File: src/rtl/mem_pkg.sv
// Shared types and helpers for the MEM-stage data-cache controller.
//   mem_state_t        : controller FSM states
//   DEF_IDX_BITS       : default cache index width
//   lane_extract_sext  : pick one byte lane of a word and sign-extend it
//   lane_merge         : merge the masked byte lanes of a new word into an old word
//   lane_mask          : byte-enable mask for a word or single-byte access
package mem_pkg;

    localparam int unsigned DEF_IDX_BITS = 3;

    typedef enum logic [1:0] {
        IDLE      = 2'd0,
        WRITEBACK = 2'd1,
        FILL      = 2'd2
    } mem_state_t;

    function automatic logic [31:0] lane_extract_sext(input logic [31:0] word,
                                                      input logic [1:0]  lane);
        logic [7:0] b;
        b = word[8*lane +: 8];
        return {{24{b[7]}}, b};
    endfunction

    function automatic logic [31:0] lane_merge(input logic [31:0] old_word,
                                               input logic [31:0] new_word,
                                               input logic [3:0]  mask);
        logic [31:0] r;
        for (int i = 0; i < 4; i++) begin
            r[8*i +: 8] = mask[i] ? new_word[8*i +: 8] : old_word[8*i +: 8];
        end
        return r;
    endfunction

    function automatic logic [3:0] lane_mask(input logic       is_word,
                                             input logic [1:0] lane);
        return is_word ? 4'hF : 4'(4'b0001 << lane);
    endfunction

endpackage

File: src/rtl/dcache_array.sv
// Direct-mapped line storage: valid/dirty/tag/data per one-word line.
//   clk, rst_n          : clock, async active-low reset (clears valid and dirty only)
//   rd_idx              : combinational read index
//   rd_*_c              : combinational read data of line rd_idx
//   wr_en, wr_idx       : synchronous write strobe and index
//   wr_valid, wr_dirty  : new valid/dirty bits
//   wr_tag              : new tag
//   wr_data, wr_mask    : new data and byte-lane write mask
module dcache_array
    import mem_pkg::*;
#(
    parameter  int unsigned IDX_BITS = DEF_IDX_BITS,
    localparam int unsigned TAG_BITS = 32 - IDX_BITS - 2
) (
    input  logic                clk,
    input  logic                rst_n,
    input  logic [IDX_BITS-1:0] rd_idx,
    output logic                rd_valid_c,
    output logic                rd_dirty_c,
    output logic [TAG_BITS-1:0] rd_tag_c,
    output logic [31:0]         rd_data_c,
    input  logic                wr_en,
    input  logic [IDX_BITS-1:0] wr_idx,
    input  logic                wr_valid,
    input  logic                wr_dirty,
    input  logic [TAG_BITS-1:0] wr_tag,
    input  logic [31:0]         wr_data,
    input  logic [3:0]          wr_mask
);

    localparam int unsigned LINES = 1 << IDX_BITS;

    logic [LINES-1:0]    valid_q;
    logic [LINES-1:0]    dirty_q;
    logic [TAG_BITS-1:0] tag_q  [LINES];
    logic [31:0]         data_q [LINES];

    // Status bits are reset; tag/data are qualified by valid and left unreset.
    always_ff @(posedge clk or negedge rst_n) begin
        if (!rst_n) begin
            valid_q <= '0;
            dirty_q <= '0;
        end else if (wr_en) begin
            valid_q[wr_idx] <= wr_valid;
            dirty_q[wr_idx] <= wr_dirty;
        end
    end

    // Tag and byte-masked data write.
    always_ff @(posedge clk) begin
        if (wr_en) begin
            tag_q[wr_idx]  <= wr_tag;
            data_q[wr_idx] <= lane_merge(data_q[wr_idx], wr_data, wr_mask);
        end
    end

    assign rd_valid_c = valid_q[rd_idx];
    assign rd_dirty_c = dirty_q[rd_idx];
    assign rd_tag_c   = tag_q[rd_idx];
    assign rd_data_c  = data_q[rd_idx];

endmodule

File: src/rtl/mem_stage_ctrl.sv
// MEM-stage controller: write-back/write-allocate direct-mapped data cache
// with a writeback/fill handshake to main memory.
//   clk, rst_n            : clock, async active-low reset
//   valid_in, mem_read_in, mem_write_in, is_word_in, addr_in, store_data_in
//                         : access from EX (held stable while mem_stall)
//   load_data, mem_stall  : combinational load result and pipeline stall
//   mem_req, mem_we, mem_addr, mem_wdata : registered memory request
//   mem_ack, mem_rdata    : memory completion pulse and fill data
module mem_stage_ctrl
    import mem_pkg::*;
#(
    parameter int unsigned IDX_BITS = DEF_IDX_BITS
) (
    input  logic        clk,
    input  logic        rst_n,
    input  logic        valid_in,
    input  logic        mem_read_in,
    input  logic        mem_write_in,
    input  logic        is_word_in,
    input  logic [31:0] addr_in,
    input  logic [31:0] store_data_in,
    output logic [31:0] load_data,
    output logic        mem_stall,
    output logic        mem_req,
    output logic        mem_we,
    output logic [31:0] mem_addr,
    output logic [31:0] mem_wdata,
    input  logic        mem_ack,
    input  logic [31:0] mem_rdata
);

    localparam int unsigned TAG_BITS = 32 - IDX_BITS - 2;

    mem_state_t          state;
    logic [IDX_BITS-1:0] idx;
    logic [TAG_BITS-1:0] tag;
    logic [1:0]          lane;
    logic                access;
    logic                hit_idle;
    logic                fill_done;

    logic                rd_valid;
    logic                rd_dirty;
    logic [TAG_BITS-1:0] rd_tag;
    logic [31:0]         rd_data;

    logic                wr_en;
    logic                wr_dirty;
    logic [31:0]         wr_data;
    logic [3:0]          wr_mask;

    assign idx  = addr_in[IDX_BITS+1:2];
    assign tag  = addr_in[31:IDX_BITS+2];
    assign lane = addr_in[1:0];

    assign access    = valid_in & (mem_read_in | mem_write_in);
    assign hit_idle  = access & rd_valid & (rd_tag == tag) & (state == IDLE);
    assign fill_done = (state == FILL) & mem_ack;

    // Zero-latency hit path; a miss stalls from the detecting cycle until the refilled line hits.
    assign mem_stall = rst_n & access & ~hit_idle;
    assign load_data = (rst_n & hit_idle & mem_read_in)
                     ? (is_word_in ? rd_data : lane_extract_sext(rd_data, lane))
                     : '0;

    // Array write: fill completion has priority; otherwise a store hit.
    always_comb begin
        wr_en    = 1'b0;
        wr_dirty = 1'b0;
        wr_data  = mem_rdata;
        wr_mask  = 4'hF;
        if (fill_done) begin
            wr_en = 1'b1;
        end else if (hit_idle && mem_write_in) begin
            wr_en    = 1'b1;
            wr_dirty = 1'b1;
            wr_data  = is_word_in ? store_data_in : {4{store_data_in[7:0]}};
            wr_mask  = lane_mask(is_word_in, lane);
        end
    end

    dcache_array #(
        .IDX_BITS (IDX_BITS)
    ) u_array (
        .clk        (clk),
        .rst_n      (rst_n),
        .rd_idx     (idx),
        .rd_valid_c (rd_valid),
        .rd_dirty_c (rd_dirty),
        .rd_tag_c   (rd_tag),
        .rd_data_c  (rd_data),
        .wr_en      (wr_en),
        .wr_idx     (idx),
        .wr_valid   (1'b1),
        .wr_dirty   (wr_dirty),
        .wr_tag     (tag),
        .wr_data    (wr_data),
        .wr_mask    (wr_mask)
    );

    // Miss FSM with registered memory request; outputs hold until the ack cycle.
    always_ff @(posedge clk or negedge rst_n) begin
        if (!rst_n) begin
            state     <= IDLE;
            mem_req   <= 1'b0;
            mem_we    <= 1'b0;
            mem_addr  <= '0;
            mem_wdata <= '0;
        end else begin
            case (state)
                IDLE: begin
                    if (access && !hit_idle) begin
                        mem_req <= 1'b1;
                        if (rd_valid && rd_dirty) begin
                            state     <= WRITEBACK;
                            mem_we    <= 1'b1;
                            mem_addr  <= {rd_tag, idx, 2'b00};
                            mem_wdata <= rd_data;
                        end else begin
                            state    <= FILL;
                            mem_we   <= 1'b0;
                            mem_addr <= {tag, idx, 2'b00};
                        end
                    end
                end
                WRITEBACK: begin
                    if (mem_ack) begin
                        state    <= FILL;
                        mem_we   <= 1'b0;
                        mem_addr <= {tag, idx, 2'b00};
                    end
                end
                FILL: begin
                    if (mem_ack) begin
                        state   <= IDLE;
                        mem_req <= 1'b0;
                        mem_we  <= 1'b0;
                    end
                end
                default: begin
                    state   <= IDLE;
                    mem_req <= 1'b0;
                    mem_we  <= 1'b0;
                end
            endcase
        end
    end

endmodule
File: config.mk
export PLATFORM = sky130hd
export DESIGN_NAME = mem_stage_ctrl
export DESIGN_NICKNAME = d
export VERILOG_FILES = /design/src/rtl/mem_pkg.sv /design/src/rtl/dcache_array.sv /design/src/rtl/mem_stage_ctrl.sv
export SDC_FILE = /design/constraint.sdc
export NUM_CORES = 1
export LEC_CHECK = 0
export ABC_AREA = 0
export CORE_UTILIZATION = 68
export DETAILED_ROUTE_END_ITERATION = 10
export DONT_BUFFER_PORTS = 1
export MAX_ROUTING_LAYER = met4
export PLACE_DENSITY = 0.82
export SETUP_SLACK_MARGIN = 0.05
export SYNTH_ARGS = -nofsm -noshare
export SYNTH_HDL_FRONTEND = slang
export SYNTH_SLANG_ARGS = --single-unit
File: constraint.sdc
create_clock -name clk -period 8.51 [get_ports clk]
set_input_delay 0.851 -clock clk [delete_from_list [all_inputs] [get_ports clk]]
set_output_delay 0.851 -clock clk [all_outputs]
set_load 0.05 [all_outputs]
* After elaboration in Yosys (flattened, before gate mapping)
Memories as Yosys holds them, arrays and structs flattened.
Index checks and enable logic that the tools add are counted.
** Word-level totals
- Bits in registers :: 84
- Bits in latches :: 0
- Memory bits (writable) :: 472
- Bits in read-only memories :: 0
- Input bits :: 103
- Logic and storage cells :: 85
- Memories kept :: 2
** Memories
- u_array.data_q :: depth 8, width 32, read ports 1, clocked after Yosys merged registers in 0, wr ports 1, line dcache_array.sv:36 : logic [31:0] data_q [LINES];
- u_array.tag_q :: depth 8, width 27, read ports 1, clocked after Yosys merged registers in 0, wr ports 1, line dcache_array.sv:35 : logic [TAG_BITS-1:0] tag_q [LINES];
** Cells by class
- Add/sub/neg operators :: 0
- $mul :: 0
- Divide/modulo/power cells :: 0
- Order comparisons :: 2
- Eq/ne operators :: 7
- Shifts and indexed selects :: 2
- Mux-type cells :: 39
- Bitwise logic cells :: 13
- Reductions and logical operators :: 13
** Operators by type and width (count)
- $mux W32 :: 8
- $pmux W32 S2 :: 1
- $mux W8 :: 4
- $shiftx A32 B6 Y8 :: 1
- $eq A27 B27 Y1 :: 1
- $mux W1 :: 12
- $mux W4 :: 3
- $reduce_and A3 Y1 :: 4
- $and A1 B1 Y1 :: 9
- $bwmux W8 :: 1
- $mux W2 :: 4
- $or A8 B8 Y8 :: 1
- $bmux W1 S3 :: 2
- $pmux W2 S3 :: 1
- $logic_and A1 B1 Y1 :: 4
- $lt A3 B4 Y1 const B :: 1
- $ne A2 B1 Y1 const B :: 2
- $ne A2 B2 Y1 const B :: 2
- $shl A1 B2 Y4 const A :: 1
- $demux W1 S3 :: 1
- $ge A3 B1 Y1 const B :: 1
- $pmux W1 S3 :: 1
- $eq A2 B1 Y1 const B :: 1
- $eq A2 B2 Y1 const B :: 1
- other kinds (8) :: 9

* Depth between registers and ports, before layout
Gate-level depths: netlist (run 1).
- Depth in word-level cells :: 10
- Gate-level depth with buffers :: 14
- Gate-level depth less buffers :: 8

* Cells and area by module
A second synthesis (run 1) with hierarchy kept.
** Second synthesis, totals
- Cell total of the unflattened synthesis :: 1226
- Area, all modules :: 23491.3 um^2
** By module, submodules not included
- dcache_array :: times used 1, cells an instance 769, area each 18714.2 um^2, sequential area each 14574.0 um^2
- mem_stage_ctrl :: times used 1, cells an instance 457, area each 4777.1 um^2, sequential area each 1651.6 um^2

* Worst setup path before layout (run 1)
Ideal clock, no wire load.
- Path type :: input -> register
- Start :: input port addr_in[2]
- End :: memory u_array.data_q[5][0], enable pin
- Arrival :: 5.538 ns
- Data required time :: 8.034 ns
- Setup slack :: 2.496 ns
- Cell stages on the path :: 12
- Path buffers :: 4
- Cells stage by stage :: buf_2 buf_6 mux4_2 mux2i_1 xor2_1 nand3_1 nor4_1 and4_1 buf_4 a21boi_1 buf_2 nor2_1
** Between the ends
- Longest elaborated chain between the ends :: 10
- Elaborated cells between the ends (all ways) :: 12
** Ends and longest elaborated chain
- from (decl) :: line mem_stage_ctrl.sv:20 : input logic [31:0] addr_in,
- branches (longest 10 deep; another with $mem_v2 Z8 W27)
- to (decl) :: line dcache_array.sv:36
Several ways; the timed one is not identified. The select of a mux whose other input is x is not followed.

* Final worst setup path (run 1)
- Start :: input port addr_in[3]
- End :: output port load_data[23]
** Between the ends
- Longest elaborated chain between the ends :: 8
- Elaborated cells between the ends (all ways) :: 13
** Ends and longest elaborated chain
- branches (longest 7 deep; another with $mem_v2 Z8 W27)
- $mux W32 (*) :: line mem_stage_ctrl.sv:63 : ? (is_word_in ? rd_data : lane_extract_sext(rd_data, lane))
- to (decl) :: line mem_stage_ctrl.sv:22 : output logic [31:0] load_data,
Every way passes the cells marked *. The select of a mux whose other input is x is not followed.

==> reports/summary.txt, run 1 <==
Status = finished, final reports clean
Max clock buf depth = 3
Wirelength, routed = 61000 um
Peak supply drop = 0.187 mV
Clk sinks = 554
First-pass GRT wire length = 91200 um
Drt first pass iters = 5
DR vias/cell = 7.21
Post-Syn Area per Cell = 14.6 um^2
Pleak = 9.10 nW
CTS resizes = 0
Power consumption = 6.54 mW
Data required time of the worst path = 7660 ps
Setup TNS = 0 ps
Worst-path clk slew = 70 ps
CTS tree = yes
Wire per inst = 29.0 um
Number of CTS-inserted buffers = 53
Number of diodes = 0
Root buffer cell = clkbuf_16
H-tree depth = 2
Initial drt markers = 1939
Worst setup SP type = input pin
Area Growth Syn to Fin = 9.18%
Syn Inst Count = 1628
Worst Skew = 18.9 ps
Vias in the first global route = 15000
# Post-CTS Setup Buffers = 0
CP Data Arrival Time = 5390 ps
Seq/Total Area, Yosys = 0.682
Placer congestion estimate = 0.910
Setup violations, final = 0
# fillers = 1954
Synth Warn # = 0
Row count = 68
Post-synth ARST share = 0.148
Initial antenna violation count = 0
Core area = 34500 um^2
Post-Syn Area = 23800 um^2
Number of library cell types mapped by synthesis = 63
Routed Antenna Nets = 0
Max Freq = 0.160 GHz
Slew @ Worst Pin = 1220 ps
#FFs+latches synth = 554
CP Capture Type = output pin
Clock Latency Late Sink = 580 ps
Initial Utilization = 0.691
Layout cells sized above 1 = 0.165
Post-synth EDFFs = 472
Detailed-route DRC error count = 0
Final hold viol count = 0
Die extent in y = 189 um
Largest net degree at the start of global routing = 150
Crit Path Class = in -> out
Dominant register cell in the synthesized netlist = edfxtp_1
I/O Pins = 202
HP Class = in -> async
HPWL after DPL = 36200 um
All-Layer GR Usage = 0.356
CP Max Fanout = 46
RSZ-0062 raised after global routing = false
Max Cap Viol = 0
NumNets Final = 1707
Via count = 15100
P per Cell Area = 252 nW/um^2
Die width = 189 um
Headroom to the max-slew limit = 0.182
Final slew viol count = 0
Fin crit share = 0.734
Period minus WS final = 6240 ps
Grt ovf = 0
IO buf count = 0
Die area = 35800 um^2
[kinds of logic after synthesis]
logic type | Yosys count | share of synthesized area
mux | 207 | 0.103
buf+inv | 127 | 0.0252
fa+ha+maj | 3 | 0.00158
simple gates | 319 | 0.0676
compound gates | 409 | 0.118
xor+xnor | 8 | 0.00294
other cells | 1 | 0.000158
flops | 554 | 0.682
[metal layers]
metal,GRT usage,wire length (um),share of wire,vias to the layer above
li1,-,-,-,6360
met1,0.466,22300,0.37,7445
met2,0.556,29400,0.48,1158
met3,0.0617,6900,0.11,186
met4,0.153,2420,0.040,0
met5,-,0,0,-
[critical path, stage by stage]
cell and delay, ps:
nand2_1 800, o22ai_1 310, o21ai_0 310, nand4_1 160, nor4_1 460, and4_1 740, nand4_2 670, a21oi_1 1050
[cell usage in the layout (no fill, tap or decap), types with 24 or more instances in the layout]
cell type    n
mux2_4      30
buf_4       30
nand2_1     85
o22ai_1     37
edfxtp_1   472
a22oi_1     75
clkbuf_16   55
a21oi_1     59
a221oi_1    26
o21ai_0     84
nor2_1      62
a221o_1     24
dfrtp_1     82
mux2_2     101
nand3_1     45
mux2i_1     67
nand2b_1    34
[path summary, 6_finish.rpt]
kind / slack, ps / to / depth (start not counted) / start
worst max-delay path: 2270 / load_data[23] / 8 / addr_in[3]
worst min-delay path: 170 / mem_wdata[19] / 1 / rst_n
worst max register to register: 3350 / u_array.tag_q[5][1] / 10 / state[1]
worst min register to register: 480 / u_array.valid_q[4] / 1 / u_array.valid_q[4]
max in group asynchronous: 7890 / mem_addr[24] / 1 / rst_n
min in group clk: 370 / u_array.tag_q[7][12] / 0 / addr_in[17]
[registers in the layout (all words and copies together), names as in the netlist]
| name | flops |
|---|---|
| mem_wdata | 32 |
| u_array.dirty_q | 8 |
| u_array.valid_q | 8 |
| u_array.data_q | 256 |
| mem_addr | 30 |
| u_array.tag_q | 216 |
| state | 2 |
| mem_req | 1 |
| mem_we | 1 |
[repair_timing]
| action | 4_1_cts | 5_1_grt |
|---|---|---|
| endpoints found under the hold margin | 82 | 0 |
| hold buffers | 1 | 0 |
| setup endpoints to repair | 0 | 0 |
[area by class of cell]
| class | count | area [um^2] | area share |
|---|---|---|---|
| flip-flops and latches | 554 | 16200 | 0.624 |
| clock buffers | 63 | 1410 | 0.0541 |
| inverters | 13 | 48.8 | 0.00188 |
| well taps | 455 | 569 | 0.0219 |
| multi-input cells | 948 | 7080 | 0.273 |
| clock inverters | 37 | 405 | 0.0156 |
| repair buffers | 31 | 253 | 0.00972 |
[per-stage QoR]
stage	util	cell area, um^2	cells	setup WS (ps)	hold WS, ps
floorplan	-	23800	1629	2500	435
global placement	0.701	24200	2000	2630	454
detailed placement	0.701	24200	2000	2500	462
CTS	0.754	26000	2101	2430	180
global route	0.754	26000	2101	2110	199
finish	0.754	26000	2101	2270	172
[cell usage after synthesis (6+ instances only)]
master,number,share of area
buf_4,7,0.0022
nor2_1,73,0.012
o22ai_1,37,0.0097
nand3b_1,6,0.0019
o31ai_1,15,0.0047
clkbuf_1,69,0.011
buf_6,9,0.0043
or3_1,17,0.0045
edfxtp_1,472,0.60
a221oi_1,28,0.010
a22o_1,22,0.0081
mux2i_1,67,0.028
a211oi_1,7,0.0022
nor2b_1,6,0.0016
dfrtp_1,82,0.086
a22oi_1,75,0.024
buf_2,24,0.0050
mux2_4,30,0.019
o21bai_1,8,0.0025
nand3_1,45,0.0095
and3_1,10,0.0026
nand4_1,13,0.0034
a221o_1,24,0.010
nand2_1,85,0.013
inv_1,13,0.0020
o22a_1,9,0.0033
a31oi_1,17,0.0045
mux2_2,101,0.048
a21oi_1,59,0.012
nand2b_1,34,0.0089
mux4_2,9,0.0085
o21ai_0,85,0.018
o211ai_1,8,0.0025
[power breakdown]
| part | internal (mW) | switching [mW] |
|---|---|---|
| clock network | 1.45 | 0.993 |
| logic | 0.250 | 0.389 |
| registers | 3.10 | 0.358 |
Note: power is estimated with default switching activity, not from simulation.
==> run 2: changes to the inputs <==
- CORE_UTILIZATION: 68 -> 64
- PLACE_DENSITY: 0.82 -> 0.78
- clock period: 8.51 -> 5.8 ns (I/O delays scaled with it)
==> run 2 against run 1 <==
Compared with the run above:
- critical path depth up 2
- cell count rose by 2.6%
- power is 51% higher
- clock power rose by 59%
- worst hold slack got worse by 100 ps
- largest cell class unchanged
==> reports/summary.txt, run 2 (synthesis gave the netlist of run 1 again) <==
Final slew viol count = 0 (unchanged)
H-tree depth = 2 (unchanged)
DR vias/cell = 7.12 (-1.3%)
# fillers = 2265 (+16%)
Die extent in y = 195 um (+3.0%)
Grt ovf = 0 (unchanged)
I/O Pins = 202 (unchanged)
Fin crit share = 0.839
HPWL after DPL = 38200 um (+5.6%)
Root buffer cell = clkbuf_16
CP Capture Type = output pin
Largest net degree at the start of global routing = 150 (unchanged)
Detailed-route DRC error count = 0 (unchanged)
Hold Slack = 72.4 ps (-100 ps)
Crit Path Class = reg -> out
Row count = 70 (+2.9%)
Cell count of the worst hold path = 0
Drt first pass iters = 5 (unchanged)
Biggest regs = u_array.data_q x256, u_array.tag_q x216, mem_wdata x32
Setup TNS = 0 ps (unchanged)
HP Class = in -> reg
Die width = 195 um (+3.0%)
Worst-path clk slew = 70 ps (about the same)
Max Cap Viol = 0 (unchanged)
Status = finished, final reports clean
Initial Utilization = 0.650 (-0.0406)
All-Layer GR Usage = 0.344 (-0.0116)
Data required time of the worst path = 5220 ps (-2440 ps)
HP Start = addr_in[26]
Headroom to the max-slew limit = 0.169 (-0.0132)
Core area = 36600 um^2 (+6.2%)
Worst setup SP type = flop
CTS resizes = 0 (unchanged)
Slew @ Worst Pin = 1240 ps (+19.8 ps)
Most frequent cells in the layout = edfxtp_1 (472), mux2_2 (101), nand2_1 (85)
P per Cell Area = 372 nW/um^2 (+48%)
Worst R2R Path Depth = 10 (unchanged)
Area Growth Syn to Fin = 11.6%
Via count = 15400 (+1.3%)
Max Freq = 0.206 GHz
Crit. Startpoint = state[0]
Placer congestion estimate = 0.910 (about the same)
Die area = 38000 um^2 (+6.2%)
Period minus WS final = 4870 ps
Initial antenna violation count = 3 (+3)
Setup violations, final = 0 (unchanged)
Setup slack at placement = 1210 ps (-1290 ps)
Max FFs per register = 256 (unchanged)
Initial drt markers = 1820 (-6.1%)
Final core utilization = 0.726 (-0.0284)
CP Max Fanout = 46 (unchanged)
Wire per inst = 29.3 um (+0.84%)
FF-to-FF Start = state[0]
Max clock buf depth = 3 (unchanged)
CP Data Arrival Time = 4290 ps (-1100 ps)
First-pass GRT wire length = 93400 um (+2.5%)
Layout cells sized above 1 = 0.199 (+0.0339)
Clock Latency Late Sink = 610 ps (+30 ps)
Vias in the first global route = 15200 (+1.8%)
Pleak = 9.45 nW (+3.8%)
Wirelength, routed = 63100 um (+3.5%)
Top reg by flops = u_array.data_q
Final hold viol count = 0 (unchanged)
Number of CTS-inserted buffers = 53 (unchanged)
Commonest non-fill, non-tap cell in the layout = edfxtp_1
CTS tree = yes
RSZ-0062 raised after global routing = false
Routed Antenna Nets = 0 (unchanged)
NumNets Final = 1749 (+2.5%)
Peak supply drop = 0.226 mV (+21%)
Worst Skew = 25.1 ps (+6.13 ps)
Final Worst Setup Slack = 935 ps (-1330 ps)
Clk sinks = 554 (unchanged)
IO buf count = 0 (unchanged)
## run 2: cell types whose count changed in the layout (fill, tap and decap cells not counted), sizes merged, moves of 2 or more
cell,before,now
clkinv,23,16
clkbuf,63,65
inv,15,17
buf,31,72
bufinv,9,12
## run 2: repair_timing
action / in CTS / in global routing
setup endpoints to repair: 0 / 0
hold endpoints to repair: 82 / 0
hold buffers: 2 / 0
setup buffers: 0 / 0
## run 2: layout make-up
type / count / area [um^2] / share of cell area
sequential: 554 / 16200 / 0.611
multi-input combinational: 948 / 7100 / 0.267
clock buffer: 65 / 1480 / 0.0558
timing repair buffer: 73 / 633 / 0.0238
tap: 468 / 586 / 0.0220
clock inverter: 34 / 490 / 0.0185
inverter: 13 / 48.8 / 0.00184
antenna: 1 / 2.50 / 0.0000942
## run 2: power by group
group / internal (mW) / switching [mW]
Sequential: 4.55 / 0.533
Combinational: 0.373 / 0.568
Clock: 2.36 / 1.51
Total: 7.27 / 2.61
## run 2: final timing paths
| check | endpoint | slack, ps |
|---|---|---|
| setup / recovery | load_data[4] | 930 |
| hold / removal | u_array.tag_q[3][21] | 70 |
| setup reg to reg | u_array.tag_q[5][8] | 1550 |
| min in group asynchronous | mem_addr[5] | 530 |
| hold reg to reg | u_array.valid_q[4] | 490 |
| max in group asynchronous | mem_wdata[18] | 4810 |
## run 2: per-stage QoR
stage | cells | instance area, um^2 | total power [mW]
final | 2156 | 26600 | 9.89
after global routing | 2156 | 26600 | 10.1
after CTS | 2155 | 26600 | 9.88
after detailed placement | 2054 | 24600 | 6.06
after global placement | 2054 | 24600 | 6.02
after floorplan | 1629 | 23800 | 5.78
## run 2: layer usage
metal / global-route usage / up-vias / routed length (um)
li1: - / 6442 / -
met1: 0.434 / 7623 / 23200
met2: 0.549 / 1094 / 30300
met3: 0.0741 / 191 / 6960
met4: 0.136 / 0 / 2580
met5: - / - / 0
## run 2: worst max-delay path, stage by stage (launching register included)
cell	delay [ps]
dfrtp_1	420
inv_1	110
ha_2	830
o311a_1	350
nand4b_1	120
nor4_2	320
and4_1	360
buf_4	240
nand3_1	350
a221oi_2	310
buf_4	240
